===== src/rtl/ss_tbl_mngr.sv =====
// ss_tbl_mngr : slave-select table manager.
// Holds up to NSLOT open slave-select IDs, each with its own idle timer.
// One entry is the "active" select presented to the SPI slave-select driver.
//
// Optional feature macro: SS_TBL_LRU_EVICT_EN
//   defined   : ss_set that misses on a full table evicts the entry with the
//               largest idle counter (ties -> lowest index) instead of
//               rejecting with ovf.
//   undefined : full-table miss is rejected with an ovf pulse.
//
// Ports:
//   clk, rst       clock, asynchronous active-high reset
//   clr_mk         flush the whole table
//   ss_set         open/refresh l3_id and make it active
//   ss_clr         close the entry matching l3_id
//   act            activity strobe, refreshes the timer of the matching entry
//   l3_id          ID under decode (upper bits above SS_W must be zero)
//   tmo_lim        idle limit in cycles, 0 disables timeout
//   ssid/ssid_vld  active entry ID and valid flag
//   slot_vld/full  per-entry valid bits, all-valid flag
//   err_id         combinational: l3_id malformed or not open
//   ovf            one-cycle pulse, ss_set rejected
//   tmo_evt        one-cycle pulse, an entry expired
//   tmo_slot       lowest expired entry index, held until the next tmo_evt
module ss_tbl_mngr #(
    parameter int ID_W  = 4,
    parameter int SS_W  = 3,
    parameter int NSLOT = 4,
    parameter int TMO_W = 8,
    localparam int PTR_W = $clog2(NSLOT)
) (
    input  logic             clk,
    input  logic             rst,
    input  logic             clr_mk,
    input  logic             ss_set,
    input  logic             ss_clr,
    input  logic             act,
    input  logic [ID_W-1:0]  l3_id,
    input  logic [TMO_W-1:0] tmo_lim,
    output logic [SS_W-1:0]  ssid,
    output logic             ssid_vld,
    output logic [NSLOT-1:0] slot_vld,
    output logic             full,
    output logic             err_id,
    output logic             ovf,
    output logic             tmo_evt,
    output logic [PTR_W-1:0] tmo_slot
);

    logic [NSLOT-1:0]            vld_q, vld_d;
    logic [NSLOT-1:0][SS_W-1:0]  id_q, id_d;
    logic [NSLOT-1:0][TMO_W-1:0] cnt_q, cnt_d;
    logic [PTR_W-1:0]            ptr_q, ptr_d;
    logic                        ovf_q, ovf_d;
    logic                        evt_q, evt_d;
    logic [PTR_W-1:0]            tslot_q, tslot_d;

    logic                        id_ok_s;
    logic [NSLOT-1:0]            hit_vec_s;
    logic                        hit_s;
    logic [PTR_W-1:0]            hit_idx_s;
    logic [PTR_W-1:0]            free_idx_s;
    logic [NSLOT-1:0]            refresh_s;
    logic [NSLOT-1:0]            expire_s;
`ifdef SS_TBL_LRU_EVICT_EN
    logic [PTR_W-1:0]            victim_idx_s;
    logic [TMO_W-1:0]            victim_cnt_s;
`endif

    // Table lookup: match, lowest free slot; descending loop so lowest index wins.
    always_comb begin
        id_ok_s    = (l3_id[ID_W-1:SS_W] == '0);
        hit_vec_s  = '0;
        hit_idx_s  = '0;
        free_idx_s = '0;
        for (int i = NSLOT - 1; i >= 0; i--) begin
            hit_vec_s[i] = vld_q[i] && (id_q[i] == l3_id[SS_W-1:0]);
            if (hit_vec_s[i]) begin
                hit_idx_s = PTR_W'(i);
            end else begin
                hit_idx_s = hit_idx_s;
            end
            if (!vld_q[i]) begin
                free_idx_s = PTR_W'(i);
            end else begin
                free_idx_s = free_idx_s;
            end
        end
        // A malformed ID can never match, even if its low bits do.
        hit_s = id_ok_s && (|hit_vec_s);
    end

`ifdef SS_TBL_LRU_EVICT_EN
    // Eviction victim: largest idle counter; strict compare keeps the lowest index on ties.
    always_comb begin
        victim_idx_s = '0;
        victim_cnt_s = cnt_q[0];
        for (int i = 1; i < NSLOT; i++) begin
            if (cnt_q[i] > victim_cnt_s) begin
                victim_cnt_s = cnt_q[i];
                victim_idx_s = PTR_W'(i);
            end else begin
                victim_cnt_s = victim_cnt_s;
            end
        end
    end
`endif

    // Next-state: prioritised commands, then idle timers on untouched valid slots.
    always_comb begin
        vld_d     = vld_q;
        id_d      = id_q;
        cnt_d     = cnt_q;
        ptr_d     = ptr_q;
        ovf_d     = 1'b0;
        evt_d     = 1'b0;
        tslot_d   = tslot_q;
        refresh_s = '0;
        expire_s  = '0;
        if (clr_mk) begin
            vld_d = '0;
            cnt_d = '0;
            ptr_d = '0;
        end else begin
            if (ss_clr) begin
                if (hit_s) begin
                    vld_d[hit_idx_s] = 1'b0;
                    cnt_d[hit_idx_s] = '0;
                end else begin
                    vld_d = vld_q;
                end
            end else if (ss_set) begin
                if (!id_ok_s) begin
                    ovf_d = 1'b1;
                end else if (hit_s) begin
                    ptr_d                = hit_idx_s;
                    refresh_s[hit_idx_s] = 1'b1;
                end else if (!(&vld_q)) begin
                    vld_d[free_idx_s]     = 1'b1;
                    id_d[free_idx_s]      = l3_id[SS_W-1:0];
                    ptr_d                 = free_idx_s;
                    refresh_s[free_idx_s] = 1'b1;
                end else begin
`ifdef SS_TBL_LRU_EVICT_EN
                    id_d[victim_idx_s]      = l3_id[SS_W-1:0];
                    ptr_d                   = victim_idx_s;
                    refresh_s[victim_idx_s] = 1'b1;
`else
                    ovf_d = 1'b1;
`endif
                end
            end else if (act && hit_s) begin
                refresh_s[hit_idx_s] = 1'b1;
            end else begin
                ovf_d = 1'b0;
            end

            // Slots closed this cycle have vld_d low and are skipped; refresh beats expiry.
            for (int i = 0; i < NSLOT; i++) begin
                if (refresh_s[i]) begin
                    cnt_d[i] = '0;
                end else if (vld_q[i] && vld_d[i]) begin
                    if (tmo_lim == '0) begin
                        cnt_d[i] = '0;
                    end else if (cnt_q[i] >= (tmo_lim - TMO_W'(1))) begin
                        // >= also catches a limit lowered below a running counter.
                        vld_d[i]    = 1'b0;
                        cnt_d[i]    = '0;
                        expire_s[i] = 1'b1;
                    end else begin
                        cnt_d[i] = cnt_q[i] + TMO_W'(1);
                    end
                end else begin
                    cnt_d[i] = cnt_d[i];
                end
            end

            for (int i = NSLOT - 1; i >= 0; i--) begin
                if (expire_s[i]) begin
                    evt_d   = 1'b1;
                    tslot_d = PTR_W'(i);
                end else begin
                    evt_d = evt_d;
                end
            end
        end
    end

    // State registers.
    always_ff @(posedge clk or posedge rst) begin
        if (rst) begin
            vld_q   <= '0;
            id_q    <= '0;
            cnt_q   <= '0;
            ptr_q   <= '0;
            ovf_q   <= 1'b0;
            evt_q   <= 1'b0;
            tslot_q <= '0;
        end else begin
            vld_q   <= vld_d;
            id_q    <= id_d;
            cnt_q   <= cnt_d;
            ptr_q   <= ptr_d;
            ovf_q   <= ovf_d;
            evt_q   <= evt_d;
            tslot_q <= tslot_d;
        end
    end

    assign slot_vld = vld_q;
    assign full     = &vld_q;
    assign ssid_vld = vld_q[ptr_q];
    assign ssid     = vld_q[ptr_q] ? id_q[ptr_q] : '0;
    assign err_id   = !hit_s;
    assign ovf      = ovf_q;
    assign tmo_evt  = evt_q;
    assign tmo_slot = tslot_q;

endmodule


===== config.mk =====
export PLATFORM = sky130hd
export DESIGN_NAME = ss_tbl_mngr
export DESIGN_NICKNAME = d
export VERILOG_FILES = /design/src/rtl/ss_tbl_mngr.sv
export SDC_FILE = /design/constraint.sdc
export NUM_CORES = 1
export LEC_CHECK = 0
export CAP_MARGIN = 20
export CORE_MARGIN = 4
export CORE_UTILIZATION = 45
export DETAILED_ROUTE_END_ITERATION = 7
export GPL_TIMING_DRIVEN = 0
export HOLD_SLACK_MARGIN = 0.03
export PLACE_DENSITY = 0.67
export SYNTH_ARGS = -nofsm -noshare
export SYNTH_HDL_FRONTEND = slang
export SYNTH_SLANG_ARGS = --single-unit

===== constraint.sdc =====
create_clock -name clk -period 2.2 [get_ports clk]
set_input_delay 0.44 -clock clk [delete_from_list [all_inputs] [get_ports clk]]
set_output_delay 0.44 -clock clk [all_outputs]
set_load 0.01 [all_outputs]

==> reports/summary.md <==
• run status: finished with violations
• violations in the final reports: setup timing
• launching element of the worst setup path: tmo_lim[0]
• fill cell count: 689
• leakage power summed over all cells: 2.42 nW
• number of different library cells in the post-synthesis netlist: 72
• number of buffer cells added on primary ports: 28
• complex-gate fraction of the synthesized area: 0.206
• y dimension of the die: 103 um
• overall via count from detail_route: 3762
• IO Count: 32
• instance count of the mapped netlist: 441
• site row count: 34
• register area share after synthesis: 0.333
• Mapped Nets: 485
• total track usage: 0.208
• fmax: 334 MHz
• first-pass GRT wire length: 17.8 mm
• CTS Sinks: 54
• latest clock arrival within the worst-skew pair: 0.32 ns
• unrepaired setup endpoints after global routing: true
• Final GP Congestion: 0.866
• critical path peak fanout: 6
• crit path time final: 2.99 ns
• Starting DRT DRC Count: 216
• layout cell share with drive strength beyond 1: 0.392
• full die area: 0.0106 mm2
• number of global-route vias before repair: 3736
• most frequently used flop master after synthesis: dfrtp_1
• antenna violations before repair: 0
• kind of end point of the critical path: flop
• final layout net count: 573
• adder-cell share of the synthesized area: 0.0882
• share of the synthesized area in the top cell type: 0.333
• area of the core: 0.00876 mm2
• half-perimeter wire length of the detailed placement result: 7.44 mm
• synthesis-to-finish area growth: 38.1%
• parity-gate share of the synthesized area counting xor and xnor cells: 0.0432
• sum of overflow across all layers after global routing: 0
• final setup skew: 0.0118 ns
• multi-input logic area: 0.00307 mm2
• initial core utilization: 0.463
• post-route DRC violation count: 0
• Max Cap Viol: 0
• number of storage elements in the synthesis netlist: 54
• average cell area after synthesis: 9.20 um2
• largest cells by area after synthesis: dfrtp_1 33%, ha_1 8.0%, xnor2_1 3.7%, mux2_2 3.6%, nand2_1 3.2%
• Register Area: 0.00136 mm2
• Power per Cell Area: 382 mW/mm2
• detailed-route vias per instance: 5.90
• worst slack on hold paths: 0.436 ns
• wire length after detailed routing: 11.1 mm
• count of synthesis-stage warnings from yosys: 0
• largest net degree at the start of global routing: 37
• kind of critical path: primary input to flop
• largest family of logic cells by synthesized area: simple AND/OR/NAND/NOR gates
• required arrival time at the worst endpoint: 2.46 ns
• Final WS setup: -0.790 ns
• WP data arrival: 3.25 ns
• antenna cell count: 0
• Period Utilization, post-route: 1.36
• final setup violating endpoints: 39
• dominant cell type by area after synthesis: dfrtp_1
• number of levels in the clock H-tree: 2
• Startpoint Class: primary input
• Antenna Violating Nets Remaining: 0
• number of slew-limit violations in the final report: 0
• number of enable-type register cells in the synthesized netlist: 0
• Worst R2R Start: cnt_q[8]$_DFFE_PP0P_
• number of buffers inserted during clock tree synthesis: 5
• Relative slew margins: 0.560
• Finished Layout Cells: 638
• WL/cell: 17.4 um
• path type of the worst min-delay path: primary input to asynchronous set/reset pin
• clock-pin slew reported for the worst setup and hold paths after clock tree synthesis: 0.11 ns
• dpl cells: 578
• area share of and/or/nand/nor cells after synthesis: 0.215
• Worst Setup Slack post-DPL: -2.06 ns
• CTS tree: yes
• horizontal die dimension: 103 um
• clock root buffer: clkbuf_8
• worst vdd ir: 254 uV
• multiplexer area fraction after synthesis: 0.0681
• proportion of synthesized flip-flops having asynchronous set or reset: 1.00
• cell area after technology mapping: 0.00406 mm2
• number of iterations in the first detailed-routing pass: 4
• number of hold-slack violations in the final timing report: 0
• CTS Hold Buffers Added: 0
• Placed Area: 0.00461 mm2
• maximum number of buffers from clock root to sink: 2
• final cell area excluding filler cells: 0.00561 mm2
• Tightest Pin Transition: 0.656 ns
-- kinds of logic after synthesis --
kind of cell	after synthesis
buffers and inverters	43
and+or+nand+nor	161
xor gates and xnor gates	20
muxes	21
AOI/OAI and AO/OA	113
DFF	54
adders and majority gates	29
-- final cells by class --
type / instances / area share
Sequential cell: 54 / 0.242
Inverter: 26 / 0.0185
Timing Repair Buffer: 86 / 0.136
Multi-Input combinational cell: 344 / 0.548
Buffer: 12 / 0.0143
Tap cell: 108 / 0.0241
Clock buffer: 6 / 0.0147
Clock inverter: 2 / 0.00290
-- layer usage --
metal	vias up	share of wire	global-route usage
met5	-	0	0
li1	1805	-	-
met2	63	0.53	0.367
met3	15	0.027	0.0277
met4	0	0.013	0.0588
met1	1879	0.43	0.266
-- cell usage in the layout (no fill, tap or decap), types with 16 or more instances in the layout --
cell	n
nor2_1	25
nand2_1	29
ha_1	18
buf_6	20
inv_1	22
buf_4	45
dfrtp_1	51
a21oi_1	16
nand3_1	19
clkdlybuf4s50_1	16
-- repair_timing --
item / in CTS / in global routing
setup buffers: 40 / 17
gates resized for setup: 119 / 45
pin swaps: 43 / 37
setup endpoints to repair: 57 / 47
gates cloned: 1 / 1
-- cell usage after synthesis (3+ instances only) --
cell type  number
a211oi_1        7
or3_1           3
nand4_1         5
a31oi_1         5
nor2_1         25
clkbuf_1       11
inv_1          26
o211ai_1        6
mux2i_1         4
o21ai_0        15
or2_2           3
a211oi_2        3
dfrtp_1        54
o211a_1         4
mux2_2         13
mux4_2          4
nand2_1        35
o21ai_1         3
buf_6           3
nor3b_1         4
nand2b_1        7
o31ai_1         3
xor2_1          3
a21o_1         10
nor2b_1        10
and2_1          9
ha_1           26
nor3_1         12
a22o_1          4
and3_1         10
a21oi_1        25
xnor2_1        17
or4_1           3
nand3_1        19
-- worst max-delay path: stages --
cell,delay (ns)
buf_8,0.10
clkinvlp_4,0.08
ha_4,0.13
inv_2,0.04
or3_4,0.35
xor2_4,0.17
buf_6,0.14
ha_4,0.23
a21o_1,0.18
a221oi_2,0.21
o41ai_2,0.10
maj3_2,0.32
nand2b_4,0.15
buf_6,0.13
buf_6,0.10
o211ai_1,0.18
o211a_1,0.18
-- power breakdown --
part / total, mW / internal [mW] / switching (mW) / leakage (nW)
clock network: 0.633 / 0.261 / 0.372 / 0.0478
logic: 0.467 / 0.231 / 0.235 / 1.63
registers: 1.04 / 1.02 / 0.0255 / 0.740
total: 2.14 / 1.51 / 0.633 / 2.42
-- metrics by stage --
| step | power [mW] | setup TNS, ns | utilization |
|---|---|---|---|
| floorplan | 1.29 | -27.08 | - |
| global placement | 1.39 | -113.58 | 0.524 |
| detailed placement | 1.41 | -79.60 | 0.526 |
| CTS | 2.12 | -24.44 | 0.612 |
| global route | 2.24 | -27.33 | 0.640 |
| finish | 2.14 | -23.68 | 0.640 |
-- final timing paths --
path / endpoint / slack (ns) / cells after the start
max: cnt_q[28]$_DFFE_PP0P_ / -0.79 / 17
max in group asynchronous: slot_vld[3]$_DFF_PP0_ / 1.21 / 3
min in group clk: cnt_q[8]$_DFFE_PP0P_ / 0.55 / 1
max reg2reg: tmo_evt$_DFF_PP0_ / -0.46 / 10
min reg2reg: cnt_q[8]$_DFFE_PP0P_ / 0.55 / 1
min: cnt_q[12]$_DFFE_PP0P_ / 0.44 / 2
-- state kept, by name, summed over array words and instances, names as in the netlist --
name	flops
tmo_evt	1
ptr_q	2
id_q	12
ovf	1
tmo_slot	2
slot_vld	4
cnt_q	32
Power figures use the tool's default switching activity.
